## src/rtl/pipe_fetch_stage.sv

```systemverilog
// pipe_fetch_stage: instruction-fetch stage and IF/RF pipeline register.
// Owns the PC and resolves J/JAL in IF. Inserts NOP bubbles after BEQ/BNE
// (two), JR and LW (one). A redirect from RF (JR) or EX (BEQ/BNE) is taken
// on the last bubble cycle.
// Ports:
//   clk, reset         clock, asynchronous active-high reset
//   instr_mem          instruction word read combinationally at pc_out
//   stall              freeze every register
//   redirect_valid     later stage resolved a control transfer this cycle
//   redirect_target    new PC when the redirect is honoured
//   pc_out             current fetch address
//   instr_rf           IF/RF instruction register (0 for a bubble)
//   pc_plus4_rf        PC+4 of instr_rf (JAL link value)
//   valid_rf           instr_rf holds a real fetched instruction
//   bubble             stage is in WAIT (combinational from state)
module pipe_fetch_stage #(
    parameter logic [31:0] RESET_PC = 32'h0000_0000
) (
    input  logic        clk,
    input  logic        reset,
    input  logic [31:0] instr_mem,
    input  logic        stall,
    input  logic        redirect_valid,
    input  logic [31:0] redirect_target,
    output logic [31:0] pc_out,
    output logic [31:0] instr_rf,
    output logic [31:0] pc_plus4_rf,
    output logic        valid_rf,
    output logic        bubble
);

    localparam int unsigned XLEN = 32;

    localparam logic [5:0] OP_RTYPE = 6'h00;
    localparam logic [5:0] OP_J     = 6'h02;
    localparam logic [5:0] OP_JAL   = 6'h03;
    localparam logic [5:0] OP_BEQ   = 6'h04;
    localparam logic [5:0] OP_BNE   = 6'h05;
    localparam logic [5:0] OP_LW    = 6'h23;
    localparam logic [5:0] FN_JR    = 6'h08;

    localparam logic [0:0] ST_RUN  = 1'b0;
    localparam logic [0:0] ST_WAIT = 1'b1;

    localparam logic [1:0] CNT_BRANCH = 2'd2;
    localparam logic [1:0] CNT_ONE    = 2'd1;

    logic [0:0]      state, state_nxt;
    logic [1:0]      cnt, cnt_nxt;
    logic [XLEN-1:0] pc_nxt, instr_nxt, pc_plus4_rf_nxt;
    logic            valid_nxt;

    logic [5:0]      opcode;
    logic [5:0]      funct;
    logic            is_jump;
    logic            is_branch;
    logic            is_single_wait;
    logic [XLEN-1:0] pc_plus4;
    logic [XLEN-1:0] jump_target;

    // IF-stage decode of the word being fetched
    always_comb begin
        opcode         = instr_mem[31:26];
        funct          = instr_mem[5:0];
        is_jump        = (opcode == OP_J) || (opcode == OP_JAL);
        is_branch      = (opcode == OP_BEQ) || (opcode == OP_BNE);
        is_single_wait = ((opcode == OP_RTYPE) && (funct == FN_JR)) || (opcode == OP_LW);
        pc_plus4       = pc_out + XLEN'(4);
        jump_target    = {pc_plus4[31:28], instr_mem[25:0], 2'b00};
    end

    // Next-state and next-register values
    always_comb begin
        state_nxt       = state;
        cnt_nxt         = cnt;
        pc_nxt          = pc_out;
        instr_nxt       = instr_rf;
        pc_plus4_rf_nxt = pc_plus4_rf;
        valid_nxt       = valid_rf;

        if (!stall) begin
            case (state)
                ST_RUN: begin
                    instr_nxt       = instr_mem;
                    pc_plus4_rf_nxt = pc_plus4;
                    valid_nxt       = 1'b1;
                    pc_nxt          = is_jump ? jump_target : pc_plus4;
                    if (is_branch) begin
                        cnt_nxt   = CNT_BRANCH;
                        state_nxt = ST_WAIT;
                    end else if (is_single_wait) begin
                        cnt_nxt   = CNT_ONE;
                        state_nxt = ST_WAIT;
                    end
                end
                ST_WAIT: begin
                    instr_nxt = '0;
                    valid_nxt = 1'b0;
                    cnt_nxt   = cnt - 2'd1;
                    // Only the final bubble may take the resolved redirect
                    if (cnt == CNT_ONE) begin
                        state_nxt = ST_RUN;
                        if (redirect_valid) begin
                            pc_nxt = redirect_target;
                        end
                    end
                end
                default: begin
                    state_nxt = ST_RUN;
                    cnt_nxt   = '0;
                end
            endcase
        end
    end

    // State and pipeline registers
    always_ff @(posedge clk or posedge reset) begin
        if (reset) begin
            state       <= ST_RUN;
            cnt         <= '0;
            pc_out      <= RESET_PC;
            instr_rf    <= '0;
            pc_plus4_rf <= '0;
            valid_rf    <= 1'b0;
        end else begin
            state       <= state_nxt;
            cnt         <= cnt_nxt;
            pc_out      <= pc_nxt;
            instr_rf    <= instr_nxt;
            pc_plus4_rf <= pc_plus4_rf_nxt;
            valid_rf    <= valid_nxt;
        end
    end

    assign bubble = (state == ST_WAIT);

endmodule

```

## config.mk

```make
export PLATFORM = sky130hd
export DESIGN_NAME = pipe_fetch_stage
export DESIGN_NICKNAME = d
export VERILOG_FILES = /design/src/rtl/pipe_fetch_stage.sv
export SDC_FILE = /design/constraint.sdc
export NUM_CORES = 1
export LEC_CHECK = 0
export BUFFER_PORTS_ARGS = -buffer_cell sky130_fd_sc_hd__buf_4
export CAP_MARGIN = 20
export CORE_MARGIN = 3
export CORE_UTILIZATION = 52
export CTS_BUF_LIST = sky130_fd_sc_hd__clkbuf_16
export DETAILED_ROUTE_END_ITERATION = 6
export PLACE_DENSITY = 0.81
export SLEW_MARGIN = 20
export SYNTH_ARGS = -nofsm -noshare
export SYNTH_HDL_FRONTEND = slang
export SYNTH_SLANG_ARGS = --single-unit
export TNS_END_PERCENT = 30
```

## constraint.sdc

```tcl
create_clock -name clk -period 3.6 [get_ports clk]
set_clock_uncertainty 0.05 [all_clocks]
set_input_delay 0.54 -clock clk [delete_from_list [all_inputs] [get_ports clk]]
set_output_delay 0.54 -clock clk [all_outputs]
set_load 0.02 [all_outputs]
```

==> flow_summary_export.csv, run 1 <==
group,metric,value,unit
timing,max_slew_margin,39.8,%
detailed_routing,viasPerCell,6.54,
synthesis,synth.top_cells.by_area,"dfrtp_1 46%, a22o_1 4.3%, nand2_1 4.3%",
timing,tns,0,ns
detailed_routing,drtPass1Iterations,6,
floorplan,core_area,10000,um2
synthesis,async_flop_share,100,%
finish,regArea,2500,um2
finish,layout-area-overhead-vs-synth,28.2,%
synthesis,synth-edff-count,0,
setup_path,reg2regPathDepth,4,
synthesis,synth-seq-cells,100,
power,comb_power_share,46.7,%
floorplan,fp.dieW,108,um
finish,multi_input_area,2680,um2
floorplan,die_area,11800,um2
power,pwr_density_cell,845,nW/um2
finish,fin_area,7000,um2
setup_path,crit_start,"bubble$_DFFE_PP0N_",
synthesis,yosys.area.top_type,"dfrtp_1",
synthesis,syn-instance-count,587,
synthesis,avgSynthCellArea,9.31,um2
setup_path,cp_data_required_time,3.83,ns
placed_design,hpwlAfterDp,13.0,mm
floorplan,io_pins,166,
clock_network,cts_resized,0,
placed_design,portBuffers,165,
clock_network,cts_post_setup_buffers_inserted,0,
setup_path,reg2reg_from,"bubble$_DFFE_PP0N_",
detailed_routing,drtAntennaViolNets,0,
global_route,grt_pass1_vias,5265,
synthesis,synthFlopType,"dfrtp_1",
detailed_routing,drc,0,
clock_network,ctsRootBufferMaster,"clkbuf_16",
detailed_routing,routed_wl,18.1,mm
synthesis,ys_warn_count,0,
synthesis,netlist_area,5460,um2
timing,fmax,0.387,GHz
clock_network,cts_hold_buf,0,
placed_design,gp_congestion,0.972,
synthesis,yosysSeqAreaShare,45.8,%
power,pwr-share-seq,36.1,%
clock_network,cts_tree,"yes",
setup_path,path_class,"register to register",
clock_network,clkSinkCount,100,
timing,hold_viol,0,
timing,grt_setup_unrepaired,"no",
clock_network,insertion_delay,0.35,ns
timing,min_period,2.58,ns
placed_design,dpl_cell_area,6700,um2
clock_network,cts_buffers,9,
global_route,grt_max_degree,88,
power,leakage,3.04,nW
timing,slew_violations,0,
detailed_routing,vias,5589,
timing,worstMarginPinSlew,0.894,ns
power,power.total,5.92,mW
global_route,grt_pass1_wl,28.5,mm
global_route,overflow,0,
run_status,status,"completed",
detailed_routing,drtIter0Drc,501,
power,p_clk_share,17.2,%
clock_network,h-tree-depth,3,
global_route,antenna_found_initial,0,
timing,min_period_over_period,71.7,%
floorplan,dieHeight,108,um
setup_path,cp.arrival,2.81,ns
floorplan,initial_utilization,54.6,%
finish,antennaDiodeCount,0,
synthesis,synth_top_area_share,45.8,%
flow_run,drv_cap,0,
min_path,hold_path.class,"input pin to async pin",
setup_path,reg2reg_slack,1.02,ns
synthesis,yosys.cell_types.count,66,
synthesis,syn-num-nets,657,
timing,setup_viol,0,
power,netSwitchingPower,2.59,mW
power,switching_share,43.7,%
floorplan,row_count,36,
setup_path,worst-path-max-fanout,44,
setup_path,cp-start-kind,"register",
setup_path,cp-end-kind,"register",
finish,drive_gt1_share,27.9,%
clock_network,cts_buffer_depth,2,
detailed_routing,wl_per_cell,21.2,um
finish,final_nets,787,
global_route,grt.total_usage,31.0,%
setup_path,rr_endpoint,"pc_out[21]$_DFFE_PP0P_",
power,peakVddDrop,377,uV
finish,fillers,803,
power,internal-power,3.33,mW
clock_network,path_clk_slew,0.07,ns
==> cell type report <==
class	instances	share of cell area, %
multi-input combinational	421	38.3
clock buffer	9	3.22
timing repair buffer	173	18.5
sequential	100	35.7
tap	133	2.38
inverter	12	0.715
clock inverter	6	1.14
==> flip-flops by register name (all words and copies together), names as in the netlist <==
name and count:
instr_rf 32, pc_out 32, cnt 2, bubble 1, pc_plus4_rf 32, valid_rf 1
==> synthesized netlist by cell type (5+ instances only) <==
| cell type | number |
|---|---|
| dfrtp_1 | 100 |
| nand2_1 | 63 |
| o21ai_0 | 38 |
| nor2_1 | 32 |
| clkbuf_1 | 28 |
| a22o_1 | 27 |
| nand3_1 | 22 |
| a31oi_1 | 19 |
| buf_2 | 16 |
| a22oi_1 | 14 |
| nor3_1 | 14 |
| o211ai_1 | 14 |
| or4_1 | 12 |
| a21oi_1 | 11 |
| inv_1 | 11 |
| nor4_1 | 10 |
| and3_1 | 9 |
| o31ai_1 | 9 |
| nand4_1 | 8 |
| nand4b_1 | 7 |
| or3_1 | 7 |
| a211oi_1 | 6 |
| nand2b_1 | 6 |
| o311ai_0 | 6 |
| o41ai_1 | 6 |
| xnor2_1 | 6 |
| a32oi_1 | 5 |
==> metrics by stage <==
| step | cells | hold WS [ns] | setup slack [ns] | util (%) |
|---|---|---|---|---|
| finish | 854 | 0.303 | 1.02 | 70.0 |
| detailed placement | 839 | 0.418 | 0.943 | 67.0 |
| CTS | 854 | 0.365 | 1.07 | 70.0 |
| global route | 854 | 0.366 | 0.908 | 70.0 |
| global placement | 839 | 0.411 | 1.04 | 67.0 |
| floorplan | 587 | 0.412 | 0.391 | - |
==> cell families after synthesis <==
logic type / after synthesis / share of synthesized area (%)
AO/OA/AOI/OAI: 196 / 26.0
adder cells (fa/ha/maj): 2 / 0.458
AND/OR/NAND/NOR: 214 / 21.0
flip-flops: 100 / 45.8
buffers and inverters: 66 / 5.24
XOR/XNOR: 9 / 1.44
==> worst max path at each step <==
stage	end	slack [ns]
floorplan	bubble$_DFFE_PP0N_	0.39
global route	pc_out[21]$_DFFE_PP0P_	0.91
finish	pc_out[21]$_DFFE_PP0P_	1.02
CTS	pc_out[21]$_DFFE_PP0P_	1.07
detailed placement	pc_out[6]$_DFFE_PP0P_	0.94
global placement	pc_out[14]$_DFFE_PP0P_	1.04
==> layer usage <==
metal | global-route usage, % | up-vias | wire length (um)
met3 | 7.28 | 47 | 1810
met4 | 12.5 | 0 | 559
met1 | 40.7 | 2706 | 7300
met5 | 0 | - | 0
met2 | 49.6 | 321 | 8450
li1 | - | 2515 | -
==> critical path, cell delays in order (launching register included) <==
cell and delay, ns:
dfrtp_1 0.68, or2_2 0.74, a32oi_1 0.39, or4b_1 0.50
nand3_1 0.12
==> cell usage in the layout, fill, tap and decap left out, drive strengths merged, types with 5 or more instances in the layout <==
cell type	netlist	final
buf	23	173
dfrtp	100	100
nand2	63	63
o21ai	39	39
nor2	32	32
a22o	27	27
nand3	24	24
a31oi	19	19
nor3	16	16
o211ai	14	14
a22oi	14	14
or4	12	12
a21oi	11	11
inv	11	11
nor4	11	11
and3	10	10
o31ai	9	9
clkbuf	31	9
nand4	9	9
or3	7	7
nand4b	7	7
nand2b	6	6
o41ai	6	6
a211oi	6	6
o311ai	6	6
xnor2	6	6
a32oi	5	5
==> power by group through the flow <==
| stage | clock network [mW] | logic [mW] | registers [mW] |
|---|---|---|---|
| 2_1_floorplan | 0 | 1.27 | 2.45 |
| 3_3_place_gp | 0 | 2.68 | 2.11 |
| 3_5_place_dp | 0 | 2.75 | 2.13 |
| 4_1_cts | 1.02 | 2.76 | 2.11 |
| 5_1_grt | 1.06 | 2.98 | 2.20 |
| 6_report | 1.02 | 2.76 | 2.13 |
Note: power is estimated with default switching activity, not from simulation.
==> run 2: changes to the inputs <==
CORE_UTILIZATION = 47   (was 52)
PLACE_DENSITY = 0.77   (was 0.81)
clock period = 2.1 ns   (was 3.6 ns; I/O delays follow)
==> run 2 against run 1 <==
Effect of this change: die area up 10%; clock power grew 74%; worst hold slack lost 0.23 ns; largest power group unchanged.
==> flow_summary_export.csv, run 2 (same netlist as run 1, synthesis figures left out) <==
group,metric,value,unit
setup_path,reg2reg_from,"pc_out[2]$_DFFE_PP0P_",
finish,final_nets,844,
timing,slew_violations,0,
floorplan,fp.dieW,114,um
detailed_routing,routed_wl,19.6,mm
clock_network,ctsRootBufferMaster,"clkbuf_16",
clock_network,cts_post_setup_buffers_inserted,0,
setup_path,cp.depth,7,
finish,final_cell_mix,"224 x buf_4, 100 x dfrtp_1, 63 x nand2_1, 38 x o21ai_0, 31 x nor2_1",
detailed_routing,wl_per_cell,21.4,um
placed_design,dpl_cell_area,7210,um2
floorplan,io_pins,166,
finish,regArea,2500,um2
clock_network,clkSinkCount,100,
clock_network,cts_resized,0,
detailed_routing,drtAntennaViolNets,0,
global_route,grt.total_usage,30.3,%
finish,fin_area,7530,um2
global_route,grt_pass1_wl,31.0,mm
finish,drive_gt1_share,33.5,%
power,netSwitchingPower,4.65,mW
floorplan,row_count,38,
timing,hold_viol,0,
power,peakVddDrop,885,uV
power,power.total,10.8,mW
flow_run,drv_cap,0,
power,pwr-share-seq,29.8,%
setup_path,cp-end-kind,"register",
detailed_routing,drc,0,
timing,min_period_over_period,95.8,%
clock_network,insertion_delay,0.36,ns
global_route,overflow,0,
clock_network,h-tree-depth,3,
power,pwr_density_cell,1440,nW/um2
placed_design,hpwlAfterDp,14.3,mm
setup_path,cp_slowest_cell,"nor4_1",
finish,antennaDiodeCount,0,
clock_network,path_clk_slew,0.07,ns
finish,layout-area-overhead-vs-synth,37.8,%
placed_design,portBuffers,165,
floorplan,die_area,13000,um2
floorplan,dieHeight,114,um
global_route,grt_max_degree,101,
timing,fmax,0.497,GHz
clock_network,cts_buffer_depth,2,
power,leakage,3.35,nW
finish,top_regs,"instr_rf (32), pc_out (32), pc_plus4_rf (32)",
timing,setup_slack,0.0889,ns
power,switching_share,42.9,%
run_status,status,"completed",
setup_path,reg2reg_slack,0.09,ns
clock_network,cts_hold_buf,0,
min_path,hold_path.class,"input pin to async pin",
finish,fillers,903,
setup_path,reg2regPathDepth,7,
setup_path,path_common_cell,"buf_4",
clock_network,cts_tree,"yes",
setup_path,cp-start-kind,"register",
setup_path,rr_endpoint,"pc_out[16]$_DFFE_PP0P_",
setup_path,max_stage_delay,0.55,ns
setup_path,worst-path-max-fanout,6,
placed_design,post-place-ws,0.00320,ns
finish,multi_input_area,2700,um2
setup_path,path_class,"register to register",
clock_network,cts_buffers,9,
power,comb_power_share,53.8,%
finish,layout_commonest_cell,"buf_4",
setup_path,cp.arrival,2.20,ns
power,p_clk_share,16.3,%
timing,worstMarginPinSlew,0.779,ns
global_route,antenna_found_initial,0,
placed_design,gp_congestion,0.899,
detailed_routing,vias,5855,
floorplan,core_area,11100,um2
setup_path,worstPathCellList,"ha_1 > buf_4 > nand3_1 > nor4_1 > buf_4 > a31oi_1 > a2bb2oi_1",
detailed_routing,drtPass1Iterations,5,
timing,hold_ws,0.0686,ns
setup_path,critPathBufInv,2,
timing,max_slew_margin,48.1,%
timing,min_period,2.01,ns
detailed_routing,viasPerCell,6.38,
setup_path,path_delay_family,"simple AND/OR/NAND/NOR gates",
setup_path,cp_data_required_time,2.29,ns
floorplan,initial_utilization,49.3,%
timing,setup_viol,0,
detailed_routing,drtIter0Drc,604,
global_route,grt_pass1_vias,5728,
power,internal-power,6.20,mW
==> run 2: cell count changes in the layout (fill, tap and decap cells not counted), sizes merged <==
cell,delta
buf,+57
clkinv,+1
inv,-1
==> run 2: stage by stage <==
stage	cells	setup TNS, ns	utilization, %
after floorplan	587	0	-
after global placement	903	0	65.1
after detailed placement	903	0	65.1
after CTS	918	0	67.8
after global routing	918	-0.0263	68.0
final	918	0	68.0
==> run 2: how the worst max path moves through the flow <==
stage | start | to | slack [ns]
floorplan | pc_out[2]$_DFFE_PP0P_ | pc_out[26]$_DFFE_PP0P_ | 0.1
global placement | instr_mem[29] | pc_out[15]$_DFFE_PP0P_ | 0.03
detailed placement | instr_mem[29] | pc_out[15]$_DFFE_PP0P_ | 0.003
CTS | pc_out[2]$_DFFE_PP0P_ | pc_out[20]$_DFFE_PP0P_ | 0.07
global route | pc_out[4]$_DFFE_PP0P_ | pc_out[27]$_DFFE_PP0P_ | -0.02
finish | pc_out[2]$_DFFE_PP0P_ | pc_out[16]$_DFFE_PP0P_ | 0.09
==> run 2: per-layer routing <==
layer / global-route usage (%) / part of all wire (%) / up-vias
li1: - / - / 2635
met3: 6.31 / 7.2 / 43
met2: 48.4 / 47 / 255
met4: 11.7 / 2.8 / 0
met1: 40.8 / 43 / 2922
met5: 0 / 0 / -
==> run 2: area by class of cell <==
cell class | instances | area share [%]
Multi-Input combinational cell | 421 | 35.8
Clock inverter | 6 | 1.06
Timing Repair Buffer | 230 | 23.9
Inverter | 12 | 0.648
Sequential cell | 100 | 33.2
Tap cell | 140 | 2.33
Clock buffer | 9 | 2.99
==> run 2: worst register-to-register path: stages, from the launching register on <==
cell	delay, ns
dfrtp_1	0.35
ha_1	0.17
buf_4	0.12
nand3_1	0.20
nor4_1	0.55
buf_4	0.22
a31oi_1	0.08
a2bb2oi_1	0.16
==> run 2: power by group through the flow <==
stage / Clock [mW] / Sequential (mW) / Combinational [mW]
2_1_floorplan: 0 / 4.20 / 2.17
3_3_place_gp: 0 / 3.22 / 5.67
3_5_place_dp: 0 / 3.26 / 5.79
4_1_cts: 1.79 / 3.23 / 5.80
5_1_grt: 1.87 / 3.32 / 6.26
6_report: 1.77 / 3.24 / 5.84
